File: src/rtl/tile_chk_pkg.sv
// Shared types and defaults for the tile-grid signature checker.
package tile_chk_pkg;

  typedef enum logic [1:0] {
    IDLE = 2'd0,
    RUN  = 2'd1,
    DONE = 2'd2
  } tile_state_e;

  localparam logic [15:0] SEED_DEFAULT = 16'hFFFF;
  localparam logic [15:0] POLY_DEFAULT = 16'h1021;

endpackage

File: src/rtl/tile_misr.sv
// Combinational MISR step: shift the signature left, fold in the polynomial
// when the outgoing MSB is set, then XOR in the 4-bit tile response.
module tile_misr
  import tile_chk_pkg::*;
#(
  parameter int                 SIG_W = 16,
  parameter logic [SIG_W-1:0]   POLY  = POLY_DEFAULT
) (
  input  logic [SIG_W-1:0] sig,
  input  logic [3:0]       resp,
  input  logic             en,
  output logic [SIG_W-1:0] sig_next
);

  logic [SIG_W-1:0] shifted;

  // Next signature when en is high; otherwise the current signature passes through.
  always_comb begin
    shifted  = {sig[SIG_W-2:0], 1'b0} ^ (sig[SIG_W-1] ? POLY : '0);
    sig_next = sig;
    if (en) begin
      sig_next = shifted ^ {{(SIG_W-4){1'b0}}, resp};
    end
  end

endmodule

File: config.mk
export PLATFORM = sky130hd
export DESIGN_NAME = tile_misr
export DESIGN_NICKNAME = d
export VERILOG_FILES = /design/src/rtl/tile_chk_pkg.sv /design/src/rtl/tile_misr.sv
export SDC_FILE = /design/constraint.sdc
export NUM_CORES = 1
export LEC_CHECK = 0
export ABC_CLOCK_PERIOD_IN_PS = 800
export CAP_MARGIN = 20
export CORE_AREA = 2 2 39 41
export DETAILED_ROUTE_END_ITERATION = 6
export DIE_AREA = 0 0 41 43
export PLACE_DENSITY = 0.7
export RECOVER_POWER = 25
export SYNTH_ARGS = -nofsm -noshare
export SYNTH_HDL_FRONTEND = slang
export SYNTH_SLANG_ARGS = --single-unit
File: constraint.sdc
create_clock -name vclk -period 0.8
set_input_delay 0.16 -clock vclk [all_inputs]
set_output_delay 0.16 -clock vclk [all_outputs]
set_load 0.02 [all_outputs]
# == Word-level counts from Yosys, hierarchy flattened ==
# Index checks and enable logic that the tools add are counted.
# word_totals
elab_cells,4
register_bits,0
in_bits,21
# op_classes
n_bitwise,2
n_mux,2
# op_table
op,n
16-bit 2-to-1 mux,1
16-bit by 13-bit bitwise XOR with 16-bit output,1
16-bit by 4-bit bitwise XOR with 16-bit output,1
13-bit 2-to-1 mux,1

# == Depth between registers and ports, before layout ==
# Gate-level depths: netlist of the first run.
# logic_depth
depth_word,4
depth_mapped,3
mapped_depth_nobuf,2

# == Worst setup path before layout of the first run ==
# No wires, ideal clock.
# synth_timing
path_type,in2out
startpoint,input port en
endpoint,output port sig_next[0]
stages,3
arrival_ns,0.693
slack_ns,-0.053
cell_sequence,buf_6 -> nor2_1 -> a21oi_1
# synth_between
elab_chain_len,1
# synth_lines
element,line,text
from (decl),tile_misr.sv:11,"input logic en,"
16-bit 2-to-1 mux,tile_misr.sv:21,if (en) begin
to (decl),tile_misr.sv:12,output logic [SIG_W-1:0] sig_next
# Every way passes these cells.

# == Final worst setup path of the first run ==
# layout_timing
startpoint,input port en
endpoint,output port sig_next[13]
# Same word-level chain as after synthesis.

==> impl_metrics.json, run 1 <==
{
  "status": "finished with violations",
  "violations": "negative setup slack",
  "start_util_pct": 19.3,
  "antenna_found_initial": 0,
  "rsz0062_at_grt": "yes",
  "synth_top_cell_area_share_pct": 45.1,
  "synth_area_um2": 267,
  "avgSynthCellArea_um2": 8.88,
  "vias": 376,
  "crit_top_cell": "buf_8",
  "relSlewSlack_pct": 87.9,
  "dp_hpwl_um": 727,
  "met2_length_um": 552,
  "grt_pass1_vias": 361,
  "ios": 37,
  "wl_per_cell_um": 11.5,
  "die_w_um": 41,
  "worst_slew_pin_slew_ps": 181,
  "worstPathRequired_ps": 640,
  "power_density_mw_per_mm2": 735,
  "crit_fanout": 6,
  "min_path_type": "in2out",
  "rows": 14,
  "seq_cell_count": 0,
  "slew_violations": 0,
  "yosysSeqAreaShare_pct": 0,
  "synth_area_leaders": "mux2_4 (45%), xnor2_1 (20%), a21oi_1 (11%)",
  "finalSetupViolCount": 16,
  "routed_wirelength_mm": 1.00,
  "arrival_ps": 830,
  "place_ws_ps": -1060,
  "fin_setup_tns_ps": -2410,
  "critPathKind": "in2out",
  "max_stage_delay_ps": 300,
  "nClkBuffers": 0,
  "whs_endpoint": "sig_next[11]",
  "critPathLaunchType": "input pin",
  "drive_gt1_share_pct": 77.5,
  "finalPower_uw": 564,
  "area_growth_pct": 188,
  "drc": 0,
  "met1_length_um": 383,
  "crit_family": "buffers and inverters",
  "setup_ws_ps": -191,
  "wl_met3_um": 65,
  "p_leak_nw": 0.373,
  "slowest_stage": "mux2_4",
  "fillers": 141,
  "port_buffers": 37,
  "grt_usage_pct": 12.1,
  "regArea_um2": 0,
  "antenna_cells": 0,
  "nNetsFinal": 94,
  "finalCritPeriodShare_pct": 124,
  "cp_cell_sequence": "buf_8 -> buf_8 -> mux2_4 -> buf_6",
  "period_minus_slack_ps": 991,
  "hold_viol_final": 0,
  "timing.hold.ws_ps": 640,
  "dieArea_mm2": 0.00176,
  "synthCells": 30,
  "grt_pass1_wl_mm": 1.55,
  "ant_nets": 0,
  "gp_congestion": 0.571,
  "ir_drop_mv": 0.343,
  "drtIter0Drc": 0,
  "dr.max_layer_used": "met3",
  "maxCapViolations": 0,
  "hp-start": "sig[11]",
  "gr-total-overflow": 0,
  "ys_warn_count": 0,
  "path_buf_inv": 3,
  "max_freq_mhz": 1010,
  "yosys.area.top_type": "mux2_4",
  "grt_max_degree": 7,
  "end_kind": "primary output",
  "die_y_um": 43,
  "synth_nets": 51,
  "synthDistinctLibCells": 7,
  "viasPerCell": 4.32,
  "first_pass_iters": 1,
  "core_mm2": 0.00138,
  "multi_input_area_um2": 328,
  "holdPathStages": 3
}
worst max-delay path by stage:
stage	startpoint	to	cells past startpoint
finish	en	sig_next[13]	4
global route	en	sig_next[9]	4
CTS	en	sig_next[9]	4
detailed placement	en	sig_next[15]	4
global placement	en	sig_next[15]	4
floorplan	en	sig_next[2]	3
cell usage after synthesis (all sizes together):
| cell | number |
|---|---|
| xnor2 | 6 |
| mux2 | 10 |
| a21oi | 6 |
| nor2 | 6 |
| buf | 2 |
metal layers:
metal	global-route usage, %	vias to the layer above
li1	-	187
met1	14.6	168
met2	23.1	21
met3	0.524	0
met4	0	0
met5	0	-
cells in the final DEF, fill, tap and decap left out:
| cell type | synthesis | final |
|---|---|---|
| xnor2_1 | 6 | 3 |
| a21oi_4 | 0 | 1 |
| a21oi_2 | 0 | 5 |
| nor2_4 | 0 | 2 |
| mux2_4 | 8 | 10 |
| buf_6 | 1 | 20 |
| buf_8 | 0 | 2 |
| xnor2_2 | 0 | 3 |
| nor2_1 | 6 | 2 |
| clkdlybuf4s15_1 | 0 | 2 |
| dlygate4sd2_1 | 0 | 9 |
| buf_4 | 1 | 4 |
| buf_2 | 0 | 4 |
| clkbuf_2 | 0 | 1 |
| nor2_2 | 0 | 2 |
| clkdlybuf4s15_2 | 0 | 1 |
where the power goes:
part / internal [mW] / total (mW) / switching, mW
registers: 0 / 0 / 0
clock network: 0 / 0 / 0
logic: 0.323 / 0.564 / 0.242
stage by stage:
step                      utilization [%]  instance area [µm²]  std cells
after floorplan                         -                  274         30
after global placement               47.7                  661         83
after detailed placement             47.7                  661         83
after CTS                            52.2                  722         87
after global routing                 55.5                  768         87
final                                55.5                  768         87
cell type report:
class	count	area share (%)
Multi-Input combinational cell	28	42.7
Tap cell	16	2.61
Timing Repair Buffer	43	54.7
tightest hold or removal path, delay by kind of cell:
kind	cells	cell delay, ps
buf+inv	2	190
mux	1	130
logic make-up (layout without fill, tap and decap cells):
kind of cell / count (synthesis) / after routing / synth area share, %
AO/OA/AOI/OAI: 6 / 6 / 11.3
AND/OR/NAND/NOR: 6 / 6 / 8.45
buffers and inverters: 2 / 43 / 7.04
XOR/XNOR: 6 / 6 / 19.7
multiplexers: 10 / 10 / 53.5
what timing repair did:
action / CTS / global route
hold buffers: 0 / 0
buffers inserted: 2 / 0
setup endpoints to repair: 16 / 16
gates resized for setup: 163 / 12
gates cloned: 2 / 0
pin swaps: 14 / 4
No activity file was read; power rests on OpenSTA's default activity.
==> inputs of run 2 (changes only) <==
Settings changed: RECOVER_POWER 25 to 100.
==> results of run 2 <==
Same layout as run 1: the final DEF is identical, and so are final timing and power.
==> edit (config.mk and constraints of run 2) <==
Change the parameter `SIG_W` from 16 to 20.
--- a/src/rtl/tile_misr.sv
+++ b/src/rtl/tile_misr.sv
@@ -3,7 +3,7 @@
 module tile_misr
   import tile_chk_pkg::*;
 #(
-  parameter int                 SIG_W = 16,
+  parameter int                 SIG_W = 20,
   parameter logic [SIG_W-1:0]   POLY  = POLY_DEFAULT
 ) (
   input  logic [SIG_W-1:0] sig,
Interface: changed (resized sig and sig_next); port bits go from 37 to 45. No check against the original RTL was run, so the function may have changed too.
==> edit against run 2 <==
Synthesized area grew 24%; synthesized cell count up 17%; worst setup slack worse by 0.12 ns; routed wire length grew 26%; via count grew 23%; design area increased by 38%; power is 37% higher; the flow still finishes with violations (setup timing); first-iteration DRC count stayed put.
==> edit: results (changes against run 2) <==
- The run finished, with violations left.
- The final reports fail on setup timing.
- The count of clock buffers in the final design is 0 (unchanged).
- The number of endpoints failing setup at the final stage is 20 (+4).
- The data arrival time at the worst-slack endpoint is 0.95 ns (+0.12 ns).
- The fraction of final layout cells sized beyond drive strength 1 is 0.7931 (+0.01846).
- The fraction of synthesized area in multiplexers came to 0.5660 (+0.03083).
- The final HPWL from detailed placement is 802.2 um (+10%).
- Sorting the synthesized cells by how often they occur yields sky130_fd_sc_hd__mux2_4, sky130_fd_sc_hd__a21oi_1, sky130_fd_sc_hd__mux2_2, sky130_fd_sc_hd__nor2_1, sky130_fd_sc_hd__xnor2_1.
- The count of inserted antenna diode cells came to 0 (unchanged).
- The post-synthesis cell type count was 8 (+1).
- The total power is 772.0 uW (+37%).
- The maximum number of pins on one net before global-route repair is 13 (+6).
- The number of hold-repair buffers added at the cts stage is 0 (unchanged).
- The actual transition at the worst max-transition pin is 0.1910 ns (+0.01014 ns).
- The initial antenna violation count is 0 (unchanged).
- The tightest min-delay check is of the in2out type.
- The share of total power in the clock network was 0 (unchanged).
- The detailed-routing iteration count for the pre-antenna-repair pass came to 1 (unchanged).
- The final worst setup slack was -0.3123 ns (-0.1209 ns).
- The global router's overall resource usage is 0.1499 (+0.02897).
- The filler cell count in the final layout is 98 (-30%).
- The share of synthesized area occupied by flip-flops and latches came to 0 (unchanged).
- The peak ir drop on the vdd network is 0.3718 mV (+8.5%).
- The synthesized netlist net count was 60 (+18%).
- The final estimated routing congestion in global placement was 0.6307 (+11%).
- The total wirelength of the detailed-routed design was 1.258 mm (+26%).
- The cell-internal power was 456.2 uW (+41%).
- The pre-CTS setup slack is -1.122 ns (-0.06054 ns).
- The number of sequential cells in the layout is 0 (unchanged).
- The fraction of synthesized cell area in xor and xnor cells is 0.1585 (-0.03869).
- The number of vias after detailed routing is 463 (+23%).
- By area the synthesized netlist is led by sky130_fd_sc_hd__mux2_4, sky130_fd_sc_hd__mux2_2, sky130_fd_sc_hd__xnor2_1, sky130_fd_sc_hd__a21oi_1, sky130_fd_sc_hd__nor2_1.
- The sum of negative setup slack is -4.039 ns (-1.632 ns).
- The via count of the first global-routing pass is 450 (+25%).
- The adder-cell share of the synthesized area came to 0 (unchanged).
- The global-route wire length before repair is 1.911 mm (+23%).
- The number of port buffers came to 45 (+22%).
- The detailed router's first-iteration violation count is 0 (unchanged).
- The number of nets at the end of the flow came to 114 (+21%).
- The peak fanout along the critical path came to 5 (-1).
- The share of the synthesized area in compound gates (AO/OA/AOI/OAI) is 0.09057 (-0.02211).
- The reported leakage power was 0.5221 nW (+40%).
edit: changes by cell type in the layout (fill, tap and decap cells not counted), sizes merged:
cell	change
buf	+4
clkbuf	+4
dlygate4sd2	+4
mux2	+4
edit: final cells by class:
class              count  area [um^2]  area share
well taps             16        20.02     0.01889
multi-input cells     32        432.9      0.4085
repair buffers        55        606.8      0.5726
edit: cells by family (layout without fill, tap and decap cells):
group | count (synthesis) | in the layout
muxes | 14 | 14
AOI/OAI and AO/OA | 6 | 6
xor gates and xnor gates | 6 | 6
and+or+nand+nor | 6 | 6
buffers and inverters | 3 | 55
edit: worst max-delay path: stages:
cell and delay, ns:
sky130_fd_sc_hd__buf_12 0.12, sky130_fd_sc_hd__buf_12 0.13, sky130_fd_sc_hd__buf_12 0.12, sky130_fd_sc_hd__mux2_4 0.29
sky130_fd_sc_hd__buf_6 0.13
edit: path summary, 6_finish.rpt:
check | depth (start not counted) | from | end
setup / recovery | 5 | en | sig_next[6]
hold / removal | 3 | sig[19] | sig_next[19]
edit: through the flow:
stage,instance area (um^2),hold slack [ns],utilization,std cells
final,1060,0.6888,0.7658,103
after global routing,1060,0.7010,0.7658,103
after global placement,835.8,1.424,0.6040,96
after detailed placement,835.8,1.423,0.6040,96
after floorplan,377.9,0.4794,-,35
after CTS,1031,0.6883,0.7450,103
edit: per-layer routing:
metal / GRT usage / share of wire / wire length, um / vias up
met2: 0.2813 / 0.55 / 688 / 25
met1: 0.1772 / 0.35 / 435 / 206
met5: 0 / 0 / 0 / -
li1: - / - / - / 232
met4: 0 / 0 / 0 / 0
met3: 0.02094 / 0.11 / 135 / 0
edit: timing repair:
action,4_1_cts,5_1_grt
endpoints found under the setup margin,20,20
buffers inserted,5,0
gates resized for setup,185,18
pin swaps,12,6
cloned,2,0
